==> src/rtl/result_display.sv <==
// result_display: captures the 12 convolution results (3 engines x 2x2 output
// map) on controller strobes, then cycles them onto the board display with a
// fixed dwell time per result while done is held high.
module result_display #(
  parameter int DATA_W = 8,
  parameter int DWELL  = 4,
  parameter int CNT_W  = 32
) (
  input  logic              clk,
  input  logic              rst,
  input  logic              done,
  input  logic              pe_c00,
  input  logic              pe_c01,
  input  logic              pe_c10,
  input  logic              pe_c11,
  input  logic              sa2x2_c00,
  input  logic              sa2x2_c01,
  input  logic              sa2x2_c10,
  input  logic              sa2x2_c11,
  input  logic              sa3x3_c00,
  input  logic              sa3x3_c01,
  input  logic              sa3x3_c10,
  input  logic              sa3x3_c11,
  input  logic [DATA_W-1:0] pe_out,
  input  logic [DATA_W-1:0] sa2x2_out,
  input  logic [DATA_W-1:0] sa3x3_out,
  output logic [DATA_W-1:0] display_output,
  output logic [3:0]        display_idx,
  output logic              display_valid,
  output logic              all_captured
);

  localparam int NSLOT = 12;

  typedef enum logic {IDLE, SHOW} state_t;

  // Strobe vector ordered by slot number: slot = engine*4 + pos
  logic [NSLOT-1:0]  strb;
  logic [DATA_W-1:0] bus_sel [3];
  logic [DATA_W-1:0] slot_val [NSLOT];
  logic [NSLOT-1:0]  cap_vec;

  assign strb = {sa3x3_c11, sa3x3_c10, sa3x3_c01, sa3x3_c00,
                 sa2x2_c11, sa2x2_c10, sa2x2_c01, sa2x2_c00,
                 pe_c11,    pe_c10,    pe_c01,    pe_c00};

  assign bus_sel[0] = pe_out;
  assign bus_sel[1] = sa2x2_out;
  assign bus_sel[2] = sa3x3_out;

  genvar gi;
  generate
    for (gi = 0; gi < NSLOT; gi++) begin : g_slot
      logic [DATA_W-1:0] val_q;
      logic              cap_q;

      // Slot register: reload from its engine's bus whenever its strobe is high
      always_ff @(posedge clk or posedge rst) begin
        if (rst) begin
          val_q <= '0;
          cap_q <= 1'b0;
        end else if (strb[gi]) begin
          val_q <= bus_sel[gi/4];
          cap_q <= 1'b1;
        end
      end

      assign slot_val[gi] = val_q;
      assign cap_vec[gi]  = cap_q;
    end
  endgenerate

  assign all_captured = &cap_vec;

  state_t           state_q, state_d;
  logic [CNT_W-1:0] cnt_q, cnt_d;
  logic [3:0]       idx_q, idx_d;

  // Display sequencer state, dwell counter and slot index registers
  always_ff @(posedge clk or posedge rst) begin
    if (rst) begin
      state_q <= IDLE;
      cnt_q   <= '0;
      idx_q   <= '0;
    end else begin
      state_q <= state_d;
      cnt_q   <= cnt_d;
      idx_q   <= idx_d;
    end
  end

  // Next-state: dropping done always wins over advancing the index
  always_comb begin
    state_d = state_q;
    cnt_d   = cnt_q;
    idx_d   = idx_q;
    case (state_q)
      IDLE: begin
        if (done) begin
          state_d = SHOW;
          cnt_d   = '0;
          idx_d   = '0;
        end
      end
      SHOW: begin
        if (!done) begin
          state_d = IDLE;
          cnt_d   = '0;
          idx_d   = '0;
        end else if (cnt_q == CNT_W'(DWELL - 1)) begin
          cnt_d = '0;
          idx_d = (idx_q == 4'd11) ? 4'd0 : idx_q + 4'd1;
        end else begin
          cnt_d = cnt_q + CNT_W'(1);
        end
      end
      default: begin
        state_d = IDLE;
        cnt_d   = '0;
        idx_d   = '0;
      end
    endcase
  end

  // Output mux reads the live slot registers so mid-show captures appear at once
  always_comb begin
    display_valid  = (state_q == SHOW);
    display_idx    = idx_q;
    display_output = '0;
    if (state_q == SHOW) begin
      display_output = slot_val[idx_q];
    end
  end

endmodule

==> config.mk <==
export PLATFORM = sky130hd
export DESIGN_NAME = result_display
export DESIGN_NICKNAME = d
export VERILOG_FILES = /design/src/rtl/result_display.sv
export SDC_FILE = /design/constraint.sdc
export NUM_CORES = 1
export LEC_CHECK = 0
export ABC_AREA = 1
export CAP_MARGIN = 20
export CORE_MARGIN = 3
export CORE_UTILIZATION = 40
export CTS_CLUSTER_DIAMETER = 100
export DETAILED_ROUTE_END_ITERATION = 7
export PLACE_DENSITY = 0.68
export REMOVE_ABC_BUFFERS = 1
export SYNTH_ARGS = -nofsm -noshare
export SYNTH_HDL_FRONTEND = slang
export SYNTH_SLANG_ARGS = --single-unit
==> constraint.sdc <==
create_clock -name clk -period 5.7 [get_ports clk]
set_input_delay 1.14 -clock clk [delete_from_list [all_inputs] [get_ports clk]]
set_output_delay 1.14 -clock clk [all_outputs]
set_load 0.05 [all_outputs]
==> impl_metrics.json <==
{
  "cts-root-buf": "clkbuf_16",
  "synthMostInstantiatedCell": "nand2_1",
  "rrSetupSlack_ns": 3.72,
  "routed_wl_um": 18200,
  "p_sw_uw": 680,
  "synth-seq-area-share": 0.488,
  "overflow": 0,
  "worstRegToRegCells": 8,
  "die-area_um2": 20200,
  "holdCritStartpoint": "g_slot[8].cap_q",
  "ys.flop_type": "dfrtp_1",
  "intPower_mw": 1.92,
  "synthTopCellsByArea": "dfrtp_1 49%, nand2_1 15%, o21ai_0 5.7%",
  "first_pass_iters": 5,
  "place_hpwl_um": 12400,
  "clock_latency_ns": 0.42,
  "antenna_cells": 0,
  "clk_path_buf_depth": 2,
  "criticalPathCategory": "flip-flop to output port",
  "power_mw": 2.60,
  "synth.top_cells.by_count": "287 x nand2_1, 145 x dfrtp_1, 84 x o21ai_0",
  "crit_top_cell": "o21ai_0",
  "max_cap_violations": 0,
  "rr_endpoint": "display_idx[2]",
  "drive_above_1_share": 0.126,
  "hold_viol_final": 0,
  "critPathBufInv": 2,
  "synth-edff-count": 0,
  "p_clk_frac": 0.460,
  "min_to": "g_slot[8].cap_q",
  "yosys_warnings": 0,
  "wl_per_cell_um": 15.1,
  "crit_slowest_cell": "dfrtp_2",
  "num_rows": 49,
  "post-route-period-util": 0.776,
  "pwr-share-comb": 0.102,
  "synthCells": 923,
  "vias_per_cell": 5.06,
  "h-tree-depth": 4,
  "vias": 6090,
  "hold_slack_ns": 0.461,
  "nNetsFinal": 1003,
  "async_flop_share": 1.00,
  "setup_viol": 0,
  "path_clk_slew_ns": 0.06,
  "fin_setup_tns_ns": 0,
  "crit_fanout": 52,
  "seqPwrFrac": 0.438,
  "dp_cells": 1172,
  "max_stage_delay_ns": 0.89,
  "worst_pin_slew_ns": 0.798,
  "place_congestion": 0.878,
  "swShare": 0.262,
  "r2r_start": "cnt_q[0]",
  "power.density_nw_per_um2": 298,
  "critPathRequiredTime_ns": 4.56,
  "cts-buffers-inserted": 17,
  "antenna_found_initial": 0,
  "core_area_um2": 18100,
  "synth_top_area_frac": 0.488,
  "rsz0062_at_grt": "false",
  "grt_pass1_wl_um": 30400,
  "cts.repair.resized": 0,
  "netlist_area_um2": 7430,
  "cpLargestDelayFamily": "buffers and inverters",
  "fin_skew_ns": 0.00771,
  "final_antenna_net_count": 0,
  "drv_slew": 0,
  "ys_seq_elements": 145,
  "grt_start_max_net_pins": 72,
  "yosysTopAreaCell": "dfrtp_1",
  "ir_worst_vdd_mv": 0.222,
  "critPathLaunchType": "flip-flop",
  "hp-class": "flip-flop to flip-flop",
  "fin_crit_ns": 4.42,
  "dr.first_iter.drc_count": 419,
  "syn_area_per_cell_um2": 8.05,
  "cp.arrival_ns": 3.28,
  "grt_pass1_vias": 5902,
  "syn_to_final_growth_pct": 17.6,
  "dieWidth_um": 142,
  "cts_tree": "built",
  "numClockSinks": 145,
  "status": "finished clean",
  "critPathCaptureType": "output port",
  "hold_depth": 1,
  "drc": 0,
  "p_leak_nw": 3.88,
  "cts_setup_buffers": 0,
  "slew_headroom": 0.468,
  "cts_hold_buffers": 0,
  "port_buffers": 52,
  "die_h_um": 142,
  "max_freq_mhz": 226,
  "path_cells": "buf_4 > o21ai_0 > o21ai_0 > nand2_1 > a21oi_1 > clkdlybuf4s50_1",
  "initial_core_util": 0.411,
  "ios": 53,
  "n_fill_cell": 1728,
  "fin_cells": 1203,
  "ys_types": 33,
  "grtUsageTotal": 0.189
}
==> per-layer routing <==
metal	routed length [um]	GRT usage	vias to the layer above
met1	8430	0.257	2851
met2	8550	0.303	151
met4	314	0.0571	0
met3	862	0.0423	22
li1	-	-	3066
met5	0	0	-
==> power groups by stage <==
stage | Combinational, mW | Clock, mW | Sequential [mW]
4_1_cts | 0.269 | 1.21 | 1.14
2_1_floorplan | 0.156 | 0 | 1.15
3_3_place_gp | 0.263 | 0 | 1.15
3_5_place_dp | 0.267 | 0 | 1.16
6_report | 0.266 | 1.19 | 1.14
5_1_grt | 0.301 | 1.25 | 1.14
==> per-stage QoR <==
stage               setup slack (ns)  area [um^2]   util
finish                          1.28         8730  0.483
CTS                             1.34         8730  0.483
global route                    1.06         8730  0.483
global placement                1.82         8110  0.448
floorplan                      0.665         7250      -
detailed placement              1.79         8110  0.448
==> sequential cells by signal, indices dropped and copies added (netlist names) <==
name / cells
g_slot.val_q: 96
cnt_q: 32
g_slot.cap_q: 12
display_idx: 4
display_valid: 1
==> kinds of logic (layout without fill, tap and decap cells) <==
logic type / Yosys count / after routing / synth area share
AND/OR/NAND/NOR: 474 / 474 / 0.280
flip-flops: 145 / 145 / 0.488
AO/OA/AOI/OAI: 142 / 142 / 0.103
buffers and inverters: 118 / 169 / 0.0643
multiplexers: 32 / 32 / 0.0485
XOR/XNOR: 10 / 10 / 0.0118
adder cells (fa/ha/maj): 2 / 2 / 0.00337
==> area by class of cell <==
| cell class | instances | area [um^2] | area share |
|---|---|---|---|
| repair buffers | 57 | 558 | 0.0639 |
| clock buffers | 19 | 453 | 0.0519 |
| clock inverters | 12 | 173 | 0.0198 |
| multi-input cells | 660 | 3320 | 0.381 |
| inverters | 81 | 309 | 0.0354 |
| flip-flops and latches | 145 | 3630 | 0.416 |
| well taps | 229 | 287 | 0.0328 |
==> how the worst max path moves through the flow <==
stage / from / end / slack, ns / cells after the start
finish: display_idx[0] / display_output[3] / 1.28 / 6
global route: display_idx[0] / display_output[3] / 1.06 / 6
CTS: display_idx[0] / display_output[4] / 1.34 / 6
detailed placement: display_idx[0] / display_output[4] / 1.79 / 6
global placement: display_idx[0] / display_output[3] / 1.82 / 6
floorplan: rst / cnt_q[0] / 0.67 / 1
==> cells in the final DEF, fill, tap and decap left out, types with 3 or more instances in the layout <==
master | Yosys | layout
nand2_1 | 287 | 287
dfrtp_1 | 145 | 144
o21ai_0 | 84 | 84
inv_1 | 79 | 78
nor2_1 | 67 | 66
nand3_1 | 52 | 52
clkdlybuf4s50_1 | 0 | 52
mux2_2 | 32 | 32
a21oi_1 | 32 | 32
or2_2 | 18 | 18
clkbuf_16 | 0 | 17
o211ai_1 | 16 | 16
nand4_1 | 14 | 14
nand3_2 | 11 | 11
nor2_2 | 9 | 10
xor2_1 | 7 | 7
nand2_2 | 7 | 7
inv_6 | 0 | 5
buf_4 | 1 | 5
nor2_4 | 4 | 4
o21bai_1 | 4 | 4
xnor2_1 | 3 | 3
o21ai_1 | 3 | 3
bufinv_16 | 0 | 3
Power figures use the tool's default switching activity.
==> RTL change 1, RTL diff (config.mk and constraints unchanged) <==
Compare `cnt_q` against `CNT_W'(DWELL - 1)` with >= in place of ==.
--- a/src/rtl/result_display.sv
+++ b/src/rtl/result_display.sv
@@ -108,5 +108,5 @@
           cnt_d   = '0;
           idx_d   = '0;
-        end else if (cnt_q == CNT_W'(DWELL - 1)) begin
+        end else if (cnt_q >= CNT_W'(DWELL - 1)) begin
           cnt_d = '0;
           idx_d = (idx_q == 4'd11) ? 4'd0 : idx_q + 4'd1;
Behaviour: no difference found for any inputs over 4 cycles, from zero or initial values and one cycle with rst high; that may be too few to reach the edited logic, so the function may still have changed.
==> RTL change 1 against the unedited design <==
- synthesized area decreased by 14%
- utilization increased by 1.5 points
- synthesized cell count decreased by 20%
- cell area decreased by 12%
- total power increased by 0.92%
- sequential cell count unchanged
- via count decreased by 20%
- routed wire length decreased by 21%
- worst setup slack improved by 550 ps
- global-route usage decreased by 1.9 points
- final cell count decreased by 16%
- combinational power increased by 27%
- sequential share of layout area increased by 5.7 points
- largest cell class unchanged
==> RTL change 1: results (changes against the unedited design) <==
relative slew slack 51.07% (+4.2 points); worst r2r src display_idx[0]; vias in the first global route 4,697 (-20%); P per Cell Area 341.4 mW/mm2 (+15%); total track usage 16.97% (-1.9 points); largest net degree at the start of global routing 113 (+57%); Crit-path slowest cell clkdlybuf4s50_1; IO Port Bufs 52 (unchanged); Largest stage delay, worst path 840 ps (-50 ps); crit-path max FO 62 (+19%); global-route wire length before repair 23.84 mm (-22%); FF-to-FF setup slack 3980 ps (+260 ps); post-synthesis mux area share 2.975% (-1.9 points); Compound-Gate Fraction of Synth Area 10.02% (-0.31 points); DR WL met2 6.547 mm (-23%); status finished clean; Post-Synth XOR/XNOR Area 0.1370% (-1.0 points); Clk pin slew, worst setup/hold paths 60 ps (about the same); M1 GR Usage 24.42% (-1.3 points); Clock Path Buffers 2 (unchanged); adder-cell share of the synthesized area 0.3914% (+0.055 points); number of diodes 0 (unchanged); Comb power frac 12.9% (+2.7 points); wire length per cell 14.21 um (-5.9%); fraction of layout cells with a size suffix above 1 6.767% (-5.9 points); DRT met1 WL 7.099 mm (-16%); end of the critical path display_output[5]; GP Congestion 0.7738 (-12%); CTS buffer count 17 (unchanged); 1st-iter DRT viols 448 (+6.9%); Worst Hold Path EP g_slot[6].cap_q; remaining global-route overflow 0 (unchanged); Worst Hold Launch g_slot[6].cap_q; critical path arrival 2740 ps (-540 ps); CP delay by family, top buffers and inverters; GRT met3 Usage 4.905% (+0.67 points); worst vdd ir 241.3 uV (+8.8%); dominant cells by area after synthesis dfrtp_1 (57%), nand2_1 (11%), inv_1 (5.9%); RR Endpoint display_idx[3]; static leakage 0.003578 uW (-7.9%); via count 4,842 (-20%); crit path launch display_idx[0]; most frequent cells after synthesis nand2_1 (184), dfrtp_1 (145), inv_1 (100), nand3_1 (58), o21ai_0 (57); post-synth cell types 26 (-21%); Clock Power Share 44.4% (-1.6 points); DR WL met3 608 um (-29%); skew final 4.403 ps (-3.304 ps); top flop regs g_slot.val_q: 96 flops, cnt_q: 32 flops, g_slot.cap_q: 12 flops; R2R cell count 7 (-1); GRT met2 Usage 25.67% (-4.6 points); Initial DRT Pass Iterations 5 (unchanged); Cell Int Power 1946 uW (+1.4%); nets@finish 826 (-18%); sequential share of the synthesized area 56.75% (+7.9 points); detailed placement HPWL 9.112 mm (-27%); Ys Warns 0 (unchanged)
## RTL change 1: through the flow
step / instance area, um2 / worst slack [ps] / cells / hold WS [ps]
floorplan: 6220 / 665.4 / 710 / 431.0
global placement: 7033 / 2268 / 976 / 448.4
detailed placement: 7033 / 2298 / 976 / 451.1
CTS: 7652 / 1827 / 1008 / 466.4
global route: 7680 / 1676 / 1009 / 478.1
finish: 7680 / 1822 / 1009 / 461.8
## RTL change 1: layout make-up
cell class / instances / area, um2
timing repair buffer: 56 / 570.5
clock inverter: 12 / 182.7
tap: 211 / 264.0
clock buffer: 20 / 436.7
inverter: 112 / 427.9
fill: 1500 / 7747
sequential: 145 / 3630
multi-input combinational: 453 / 2168
## RTL change 1: kinds of logic (layout without fill, tap and decap cells)
kind of cell               after synthesis  after routing
adders and majority gates                2              2
AOI/OAI and AO/OA                      121            121
DFF                                    145            145
muxes                                   17             17
xor gates and xnor gates                 1              1
buffers and inverters                  144            200
and+or+nand+nor                        312            312
==> RTL change 2, RTL diff (same flow settings) <==
Made on the original files. `DATA_W`: 8 -> 12.
--- a/src/rtl/result_display.sv
+++ b/src/rtl/result_display.sv
@@ -3,5 +3,5 @@
 // fixed dwell time per result while done is held high.
 module result_display #(
-  parameter int DATA_W = 8,
+  parameter int DATA_W = 12,
   parameter int DWELL  = 4,
   parameter int CNT_W  = 32
Interface: changed (resized display_output, pe_out, sa2x2_out and sa3x3_out); port bits go from 53 to 69. The function was not compared with the original's and may differ.
==> RTL change 2 against the unedited design <==
- clock skew is essentially flat
- total power increased by 22%
- largest cell class unchanged
- final cell count rose by 25%
- sequential cell count increased by 48
- clock power grew 6%
- sequential share of layout area is 2.1 points higher
- cell area increased by 27%
- worst setup slack got worse by 220 ps
- critical endpoint is now display_output[2]
- highest routed layer is now met5
- global-route usage down 0.15 points
- routed wire length increased by 29%
- hold slack improved by 6.3 ps
- count of clock-buffer cells in the layout is 1 higher
- synthesized area increased by 29%
==> RTL change 2: results (changes against the unedited design) <==
Cells after DPL 1,474 (+26%); Slew @ Worst Pin 1006 ps (+208.6 ps); largest net degree at the start of global routing 113 (+57%); Post-Synth XOR/XNOR Area 1.554% (+0.38 points); clk root buf clkbuf_16; top flop regs g_slot.val_q: 144 flops, cnt_q: 32 flops, g_slot.cap_q: 12 flops; critical path arrival 3510 ps (+230 ps); dominant cells by area after synthesis dfrtp_1 (50%), nand2_1 (13%), o21ai_0 (6.5%); fraction of layout cells with a size suffix above 1 11.63% (-1.0 points); highest metal used met5; sequential share of the synthesized area 50.41% (+1.6 points); nets@finish 1,227 (+22%); global-route wire length before repair 39.02 mm (+28%); Clock Path Buffers 2 (unchanged); post-route insts no fill 1,506 (+25%); DRT met1 WL 10.57 mm (+25%); Initial DRT Pass Iterations 5 (unchanged); DR WL met3 1.370 mm (+59%); total track usage 18.74% (-0.15 points); number of diodes 0 (unchanged); synthesized instance count 1,139 (+23%); most frequent cells after synthesis nand2_1 (328), dfrtp_1 (193), o21ai_0 (124), inv_1 (88), nor2_1 (68); Ys Warns 0 (unchanged); WL final 23.48 mm (+29%); H-tree Lvls 4 (unchanged); adder-cell share of the synthesized area 0.2612% (-0.076 points); Switching Share 26.57% (+0.40 points); 1st-iter DRT viols 568 (+36%); most used flip-flop cell after synthesis dfrtp_1; crit-path max FO 102 (+96%); vias per cell 5.073 (+0.21%); Clock Power Share 39.8% (-6.2 points); postcts setup bufs 0 (unchanged); most flop-heavy register g_slot.val_q; status finished clean; worst vdd ir 169.6 uV (-24%); worst min path class reg -> reg; IO Port Bufs 68 (+31%); static leakage 0.004897 uW (+26%); worst-skew pair later-pin latency between 400 and 500 ps; post-synthesis mux area share 5.642% (+0.79 points); skew final 7.822 ps (+0.1148 ps); cts repair resizes 0 (unchanged); Compound-Gate Fraction of Synth Area 12.25% (+1.9 points); vias in the first global route 7,422 (+26%); detailed placement HPWL 15.70 mm (+26%); GP Congestion 0.8286 (-5.6%); post-synth cell types 31 (-6.1%); Setup-failing EPs final 0 (unchanged); asr flop ratio synth 100.0% (unchanged); Layout fillers 2,253 (+30%); DR WL met2 11.15 mm (+30%); hold_buf cts 0 (unchanged); initial antenna violation count 1 (+1)
==> RTL change 2: cell types whose count changed in the layout (fill, tap and decap cells not counted), moves of 11 or more <==
cell / delta
a21oi_1: +16
dfrtp_1: +47
clkdlybuf4s50_1: +16
nand2_1: +41
mux2_2: +16
nand3_2: -11
o21ai_0: +40
nand3_1: +13
==> RTL change 2: final cells by class <==
class                           count  area [um2]  area share (%)
Tap cell                          319       399.1           3.605
Clock buffer                       20       446.7           4.034
Inverter                           90       345.3           3.119
Timing Repair Buffer               73       730.7           6.599
Sequential cell                   193        4835           43.66
Multi-Input combinational cell    799        4145           37.44
Clock inverter                     12       171.4           1.548
==> RTL change 2: critical path, stage by stage, from the launching register on <==
cell and delay [ps]:
dfrtp_4 1050, buf_4 470, o211ai_1 150, nand3_1 150, nand3_1 140, a21oi_1 230
clkdlybuf4s50_1 840
==> RTL change 2: cell families after synthesis <==
group / count (synthesis)
AND/OR/NAND/NOR: 517
adder cells (fa/ha/maj): 2
buffers and inverters: 147
multiplexers: 48
AO/OA/AOI/OAI: 215
flip-flops: 193
XOR/XNOR: 17
==> RTL change 2: metrics by stage <==
stage	setup slack (ps)	util (%)	area, um2	hold WS [ps]
2_1_floorplan	-695.5	-	9310	436.4
3_3_place_gp	1549	44.54	10460	449.7
3_5_place_dp	1529	44.54	10460	452.8
4_1_cts	1065	47.17	11070	470.9
5_1_grt	848.2	47.17	11070	485.4
6_report	1054	47.17	11070	467.2
==> RTL change 2: metal layers <==
layer,global-route usage [%],vias up
met1,25.44,3633
met4,5.045,2
li1,-,3776
met3,4.153,26
met5,0,-
met2,30.52,203
==> RTL change 2: final timing paths <==
kind                                     startpoint                   to  slack, ps  depth (start not counted)
worst min-delay path            g_slot[10].val_q[8]  g_slot[10].val_q[8]        470                          2
worst max-delay path                 display_idx[0]    display_output[2]       1050                          6
worst min register to register  g_slot[10].val_q[8]  g_slot[10].val_q[8]        470                          2
worst max register to register             cnt_q[0]       display_idx[0]       3350                          8
max in group asynchronous                       rst   g_slot[0].val_q[2]       3500                          3
min in group asynchronous                       rst        display_valid       1240                          2
==> RTL change 2: power by group through the flow <==
stage / registers, uW / logic (uW) / clock network (uW)
CTS: 1530 / 385 / 1280
finish: 1530 / 380 / 1260
global route: 1540 / 428 / 1340
detailed placement: 1550 / 384 / 0
floorplan: 1540 / 226 / 0
global placement: 1550 / 378 / 0
